<file path="config.mk">
export PLATFORM = sky130hd
export DESIGN_NAME = mux_xor_toggle_pipe_flat
export DESIGN_NICKNAME = d
export VERILOG_FILES = /design/src/rtl/mux_xor_toggle_pipe_if.sv /design/src/rtl/mux_xor_toggle_pipe.sv /design/src/flat_wrapper.sv
export SDC_FILE = /design/constraint.sdc
export NUM_CORES = 1
export LEC_CHECK = 0
export ABC_AREA = 1
export CAP_MARGIN = 20
export CORE_UTILIZATION = 54
export DETAILED_ROUTE_END_ITERATION = 16
export MAX_ROUTING_LAYER = met4
export PLACE_DENSITY = 0.92
export RECOVER_POWER = 100
export SYNTH_ARGS = -nofsm -noshare
export SYNTH_HDL_FRONTEND = slang
export SYNTH_SLANG_ARGS = --single-unit
</file>
<file path="constraint.sdc">
create_clock -name clk -period 12.1 [get_ports clk]
set_clock_uncertainty 0.1 [all_clocks]
set_input_delay 2.42 -clock clk [delete_from_list [all_inputs] [get_ports clk]]
set_output_delay 2.42 -clock clk [all_outputs]
set_load 0.01 [all_outputs]
</file>
<file path="src/rtl/mux_xor_toggle_pipe_if.sv">
// Operand/result bus for mux_xor_toggle_pipe: one valid/ready channel in, one out.
// A word moves on a channel when valid & ready are both high at a rising edge;
// valid is held with stable data until that happens, and ready may not depend on valid.
interface mux_xor_toggle_pipe_if #(
  parameter int WIDTH = 8
) ();
  logic             in_valid;
  logic             in_ready;
  logic [WIDTH-1:0] in_a;
  logic [WIDTH-1:0] in_b;
  logic [WIDTH-1:0] in_c;
  logic [WIDTH-1:0] in_s;
  logic             out_valid;
  logic             out_ready;
  logic [WIDTH-1:0] out_data;

  modport master (
    output in_valid, in_a, in_b, in_c, in_s, out_ready,
    input  in_ready, out_valid, out_data
  );

  modport slave (
    input  in_valid, in_a, in_b, in_c, in_s, out_ready,
    output in_ready, out_valid, out_data
  );
endinterface

</file>
<file path="src/rtl/mux_xor_toggle_pipe.sv">
// Two-stage valid/ready pipeline computing (s ? b : a) & (b ^ c) per lane, with a
// saturating counter of output bit toggles between consecutive delivered words.
module mux_xor_toggle_pipe #(
  parameter int WIDTH = 8,
  parameter int CNT_W = 16
) (
  input  logic                 clk,
  input  logic                 rst_n,
  mux_xor_toggle_pipe_if.slave bus,
  input  logic                 tog_clr,
  output logic [CNT_W-1:0]     tog_cnt
);
  localparam int POP_W = $clog2(WIDTH + 1);
  localparam int SUM_W = ((CNT_W > POP_W) ? CNT_W : POP_W) + 1;

  logic             s1_valid_q, s1_valid_d;
  logic [WIDTH-1:0] s1_data_q, s1_data_d;
  logic             out_valid_q, out_valid_d;
  logic [WIDTH-1:0] out_data_q, out_data_d;
  logic [WIDTH-1:0] last_out_q, last_out_d;
  logic [CNT_W-1:0] tog_cnt_q, tog_cnt_d;

  logic             s2_take;
  logic             accept;
  logic             xfer;
  logic             deliver;
  logic [WIDTH-1:0] lane_r;
  logic [WIDTH-1:0] diff;
  logic [POP_W-1:0] pop;
  logic [SUM_W-1:0] sum;
  logic [CNT_W-1:0] cnt_sat;

  always_comb begin
    s2_take = ~out_valid_q | bus.out_ready;
    accept  = bus.in_valid & (~s1_valid_q | s2_take);
    xfer    = s1_valid_q & s2_take;
    deliver = out_valid_q & bus.out_ready;
    lane_r  = ((bus.in_s & bus.in_b) | (~bus.in_s & bus.in_a)) & (bus.in_b ^ bus.in_c);
  end

  always_comb begin
    s1_valid_d = s1_valid_q;
    s1_data_d  = s1_data_q;
    if (accept) begin
      s1_valid_d = 1'b1;
      s1_data_d  = lane_r;
    end else if (xfer) begin
      s1_valid_d = 1'b0;
    end
  end

  // S2 data only moves on a transfer, so it stays frozen while stalled.
  always_comb begin
    out_valid_d = out_valid_q;
    out_data_d  = out_data_q;
    if (xfer) begin
      out_valid_d = 1'b1;
      out_data_d  = s1_data_q;
    end else if (deliver) begin
      out_valid_d = 1'b0;
    end
  end

  always_comb begin
    diff = out_data_q ^ last_out_q;
    pop  = '0;
    for (int i = 0; i < WIDTH; i++) begin
      pop = pop + POP_W'(diff[i]);
    end
    sum = SUM_W'(tog_cnt_q) + SUM_W'(pop);
    if (sum > SUM_W'({CNT_W{1'b1}})) cnt_sat = '1;
    else                             cnt_sat = sum[CNT_W-1:0];
  end

  // Clear wins over a same-cycle handshake, but last_out still tracks the word.
  always_comb begin
    tog_cnt_d  = tog_cnt_q;
    last_out_d = last_out_q;
    if (deliver) last_out_d = out_data_q;
    if (tog_clr)      tog_cnt_d = '0;
    else if (deliver) tog_cnt_d = cnt_sat;
  end

  always_ff @(posedge clk or negedge rst_n) begin
    if (!rst_n) begin
      s1_valid_q  <= 1'b0;
      s1_data_q   <= '0;
      out_valid_q <= 1'b0;
      out_data_q  <= '0;
      last_out_q  <= '0;
      tog_cnt_q   <= '0;
    end else begin
      s1_valid_q  <= s1_valid_d;
      s1_data_q   <= s1_data_d;
      out_valid_q <= out_valid_d;
      out_data_q  <= out_data_d;
      last_out_q  <= last_out_d;
      tog_cnt_q   <= tog_cnt_d;
    end
  end

  assign bus.in_ready  = ~s1_valid_q | s2_take;
  assign bus.out_valid = out_valid_q;
  assign bus.out_data  = out_data_q;
  assign tog_cnt       = tog_cnt_q;
endmodule
</file>
<file path="src/flat_wrapper.sv">
// flat-port wrapper written by rule: the top's interface ports become plain ports
module mux_xor_toggle_pipe_flat 
#(
  parameter int WIDTH = 8,
  parameter int CNT_W = 16
)
  (clk, rst_n, tog_clr, tog_cnt, bus_in_valid, bus_in_a, bus_in_b, bus_in_c, bus_in_s, bus_out_ready, bus_in_ready, bus_out_valid, bus_out_data);
  mux_xor_toggle_pipe_if #(.WIDTH(WIDTH)) bus_i ();
  input  logic clk;
  input  logic rst_n;
  input  logic tog_clr;
  output logic [CNT_W-1:0] tog_cnt;
  input wire logic [$bits(bus_i.in_valid)-1:0] bus_in_valid;
  input wire logic [$bits(bus_i.in_a)-1:0] bus_in_a;
  input wire logic [$bits(bus_i.in_b)-1:0] bus_in_b;
  input wire logic [$bits(bus_i.in_c)-1:0] bus_in_c;
  input wire logic [$bits(bus_i.in_s)-1:0] bus_in_s;
  input wire logic [$bits(bus_i.out_ready)-1:0] bus_out_ready;
  output wire logic [$bits(bus_i.in_ready)-1:0] bus_in_ready;
  output wire logic [$bits(bus_i.out_valid)-1:0] bus_out_valid;
  output wire logic [$bits(bus_i.out_data)-1:0] bus_out_data;
  assign bus_i.in_valid = bus_in_valid;
  assign bus_i.in_a = bus_in_a;
  assign bus_i.in_b = bus_in_b;
  assign bus_i.in_c = bus_in_c;
  assign bus_i.in_s = bus_in_s;
  assign bus_i.out_ready = bus_out_ready;
  assign bus_in_ready = bus_i.in_ready;
  assign bus_out_valid = bus_i.out_valid;
  assign bus_out_data = bus_i.out_data;
  mux_xor_toggle_pipe #(.WIDTH(WIDTH), .CNT_W(CNT_W)) u_core (.clk(clk), .rst_n(rst_n), .bus(bus_i), .tog_clr(tog_clr), .tog_cnt(tog_cnt));
endmodule
</file>
; ---- Word level (Yosys, flattened, before mapping)
; Index checks and enable logic that the tools add are counted.
[word_totals]
in_bits = 37
output_inout_bits = 26
reg_bits = 42
word_cells = 39
[op_classes]
bitwise = 14
magnitude_cmp = 1
reduce_logical = 3
n_addsub = 8
muxes = 7
[ops]
columns = cell, n
row1 = two-way mux 16 bit, 3
row2 = adder 4 x 1 -> 4 bit, 6
row3 = bitwise AND 8 bit, 3
row4 = adder 16 x 4 -> 17 bit, 1
row5 = greater-than comparator 17 x 16 -> 1 bit (second input constant), 1
row6 = bitwise XOR 8 bit, 2
row7 = NOT 8 bit, 1
row8 = bitwise OR 8 bit, 1
row9 = nonzero test 2 bit, 3
row10 = two-way mux 1 bit, 4
row11 = bitwise AND 1 bit, 3
row12 = adder 1 x 1 -> 2 bit, 1
row13 = NOT 1 bit, 2
row14 = bitwise OR 1 bit, 2

; ---- Depth between registers and ports, before layout
[logic_depth]
depth_word = 13
ltp_mapped = 19
mapped_depth_nobuf = 19

; ---- Worst setup path before layout
; No wires, ideal clock.
[synth_path]
path_type = input to output
from = input port bus_out_ready
to = output port bus_in_ready
required_time_ns = 9.580
t_arrival_ns = 2.623
cell_stages = 2
setup_slack_ns = 6.957
path_cell_list = inv_1 nand3_1
[synth_via]
elab_chain_cells = 2
[synth_rtl]
columns = element, line_no
row1 = from (decl), flat_wrapper.sv:18  ; input wire logic [$bits(bus_i.out_ready)-1:0] bus_out_ready;
row2 = bitwise OR 1 bit, mux_xor_toggle_pipe.sv:34  ; s2_take = ~out_valid_q | bus.out_ready;
row3 = bitwise OR 1 bit, mux_xor_toggle_pipe.sv:102  ; assign bus.in_ready = ~s1_valid_q | s2_take;
row4 = to (decl), flat_wrapper.sv:19  ; output wire logic [$bits(bus_i.in_ready)-1:0] bus_in_ready;
; Every way passes these cells.

; ---- Final worst setup path
; Same ends and word-level chain as after synthesis.

==> flow_summary.ini <==
[grt]
antenna_found_initial = 0
grt_usage_pct = 24.9
grt_pass1_vias = 2325
grt_overflow = 0
grt_max_degree = 43
grt_first_pass_wirelength_um = 9670

[logic_synthesis]
ys_warn_count = 0
synth_area_leaders = dfrtp_1, nand2_1, inv_1
synth.avg_cell_area_um2 = 8.12
seq_area_frac_synth_pct = 40.7
syn_inst = 318
yosysTopAreaCell = dfrtp_1
synth_cell_type_count = 31
syn_nets = 367
ys_ff_latch = 42
synth_top_cell_area_share_pct = 40.7
syn_area_um2 = 2580

[placed_design]
place_hpwl_um = 4110
dp_slack_ps = 5960
placedCellCount = 426
portBuffers = 62
place.gp.congestion = 0.863
placed_area_um2 = 3230

[layout]
area_growth_syn_to_layout_pct = 27.6
finalInstanceArea_um2 = 3300
n_antenna_cell = 0
layout-drive-gt1-share_pct = 5.76
final_cells = 434
fin_util_pct = 73.7
layout_common_cells = nand2_1, dfrtp_1, inv_1, clkdlybuf4s50_1, dlygate4sd3_1
final_net_count = 430
layout_commonest_cell = nand2_1

[clock_network]
numCtsBuffers = 5
cts_setup_buffers = 0
clockBufferDepth = 2
cts_tree = built
cts_sinks = 42
cts-htree-levels = 2
worstSkewPairLatency_ps = 300
ctsHoldBuffers = 0
path_clk_slew_ps = 80
clockRootBuffer = clkbuf_8
cts_resized = 0

[floorplanning]
chipHeight_um = 71.2
top_level_ports = 63
core_area_um2 = 4470
initial_core_util_pct = 57.7
die_w_um = 71.2
placementRows = 24
design.die.area_um2 = 5070

[timing]
finalHoldViolations = 0
rsz0062_at_grt = no
tightest_slew_ps = 2220
setup_violations = 0
slew-limit-headroom_pct = -48.0
fin_crit_ps = 6320
max_freq_mhz = 158
slew_violations = 43
setup_ws_ps = 5780
fin_crit_sh_pct = 52.2
tns_ps = 0
hold_slack_ps = 381

[run_status]
violations = design-rule violations, max-capacitance violations, max-slew violations
status = finished with violations

[worst_setup_path]
r2r_setup_slack_ps = 7250
critPathBufInv = 3
path_delay_family = buffers and inverters
cp_slowest_stage_delay_ps = 630
arrival_ps = 3800
path_cells = dlygate4sd3_1 > inv_1 > nand3_1 > dlygate4sd3_1
critPathMaxFanout = 3
rr_worst_depth = 17
cp.required_ps = 9580
endpoint_kind = output pin
cp_slowest_cell = dlygate4sd3_1
rr_endpoint = u_core.tog_cnt[8]$_DFFE_PN0P_
worstSetupPathType = input port to output pin
start_kind = input port
cp_common_cell = dlygate4sd3_1
reg2reg_from = u_core.bus.out_data[0]$_DFFE_PN0P_

[routing]
firstDrtPassIters = 11
vias = 2281
wire_per_inst_um = 12.6
routed_wl_um = 5490
drt-initial-drc-count = 163
drc = 2
via_per_inst = 5.26
ant_nets = 0

[min_path]
min_path_type = flop to flop
min_from = u_core.s1_data_q[5]$_DFFE_PN0P_
whs_path_depth = 2
min_to = u_core.bus.out_data[5]$_DFFE_PN0P_

[pwr]
power_density_nw_per_um2 = 182
switching_share_pct = 40.9
vdd_drop_max_v = 0.000125
power_mw = 0.601
p_int_mw = 0.355
clock_power_share_pct = 15.8
p_leak_nw = 1.69
power_frac_comb_pct = 54.1
p_seq_share_pct = 30.1
p_sw_mw = 0.246

[run]
max_cap_violations = 1
[power groups by stage]
stage	clock [mW]	sequential [mW]	combinational (mW)
after floorplan	0	0.185	0.240
after global placement	0	0.182	0.313
after detailed placement	0	0.183	0.334
after CTS	0.0970	0.181	0.336
after global routing	0.102	0.184	0.378
final	0.0947	0.181	0.325
[logic make-up after synthesis]
logic type               Yosys count  share of synthesized area [%]
adder cells (fa/ha/maj)           12                           7.26
flip-flops                        42                           40.7
multiplexers                      12                           4.84
AND/OR/NAND/NOR                  161                           26.8
AO/OA/AOI/OAI                     30                           7.36
XOR/XNOR                          19                           6.44
buffers and inverters             42                           6.59
[registers in the layout (all words and copies together) (netlist names)]
signal and flops:
u_core.s1_valid_q 1, u_core.s1_data_q 8, u_core.bus.out_valid 1, u_core.tog_cnt 16, u_core.bus.out_data 8, u_core.last_out_q 8
[per-layer routing]
layer	vias up	track usage (%)	part of all wire, %
met1	1057	26.6	39
met5	-	-	0
li1	1135	-	-
met4	0	8.22	0.73
met3	5	5.56	6.4
met2	84	45.4	54
[worst reg2reg max path, stage by stage, from the launching register on]
cell,delay [ps]
dfrtp_1,420
xor2_1,160
ha_1,320
fa_1,550
inv_1,60
fa_1,500
fa_1,480
fa_1,490
inv_1,60
fa_1,440
nand2_1,100
nand3_1,100
nand2_1,120
nor2_1,90
nand2_1,440
o21ai_0,180
nand2_1,90
nand2_1,60
[cell usage after synthesis]
master,instances
nor2_4,1
fa_1,5
buf_6,1
nor2_2,2
xor2_1,6
or2_2,1
o21ai_0,13
o21ai_1,1
nor3_2,1
nand2_2,3
inv_1,34
ha_1,7
dfrtp_1,42
xnor2_1,13
o211ai_1,4
o31ai_1,8
mux2i_1,8
inv_2,2
nor2_1,12
clkbuf_1,3
buf_2,1
o21ai_2,2
mux2_2,4
nand3_1,23
nand4_1,1
nand3_2,4
nand2_1,112
buf_4,1
o21bai_1,1
a21oi_1,1
nand3b_1,1
[how the worst max path moves through the flow]
stage	start	end	slack, ps	depth (start not counted)
final	bus_out_ready	bus_in_ready	5780	4
after floorplan	bus_out_ready	bus_in_ready	6960	2
after global placement	bus_out_ready	bus_in_ready	5950	4
after detailed placement	bus_out_ready	bus_in_ready	5960	4
after global routing	bus_out_ready	bus_in_ready	5740	4
after CTS	bus_out_ready	bus_in_ready	5960	4
[final cells by class]
type / count / area, um2
fillers: 335 / 1180
well taps: 52 / 65.1
clock buffers: 6 / 82.6
inverters: 36 / 135
clock inverters: 2 / 12.5
flip-flops and latches: 42 / 1050
repair buffers: 62 / 614
multi-input cells: 234 / 1340
Note: power is estimated with default switching activity, not from simulation.
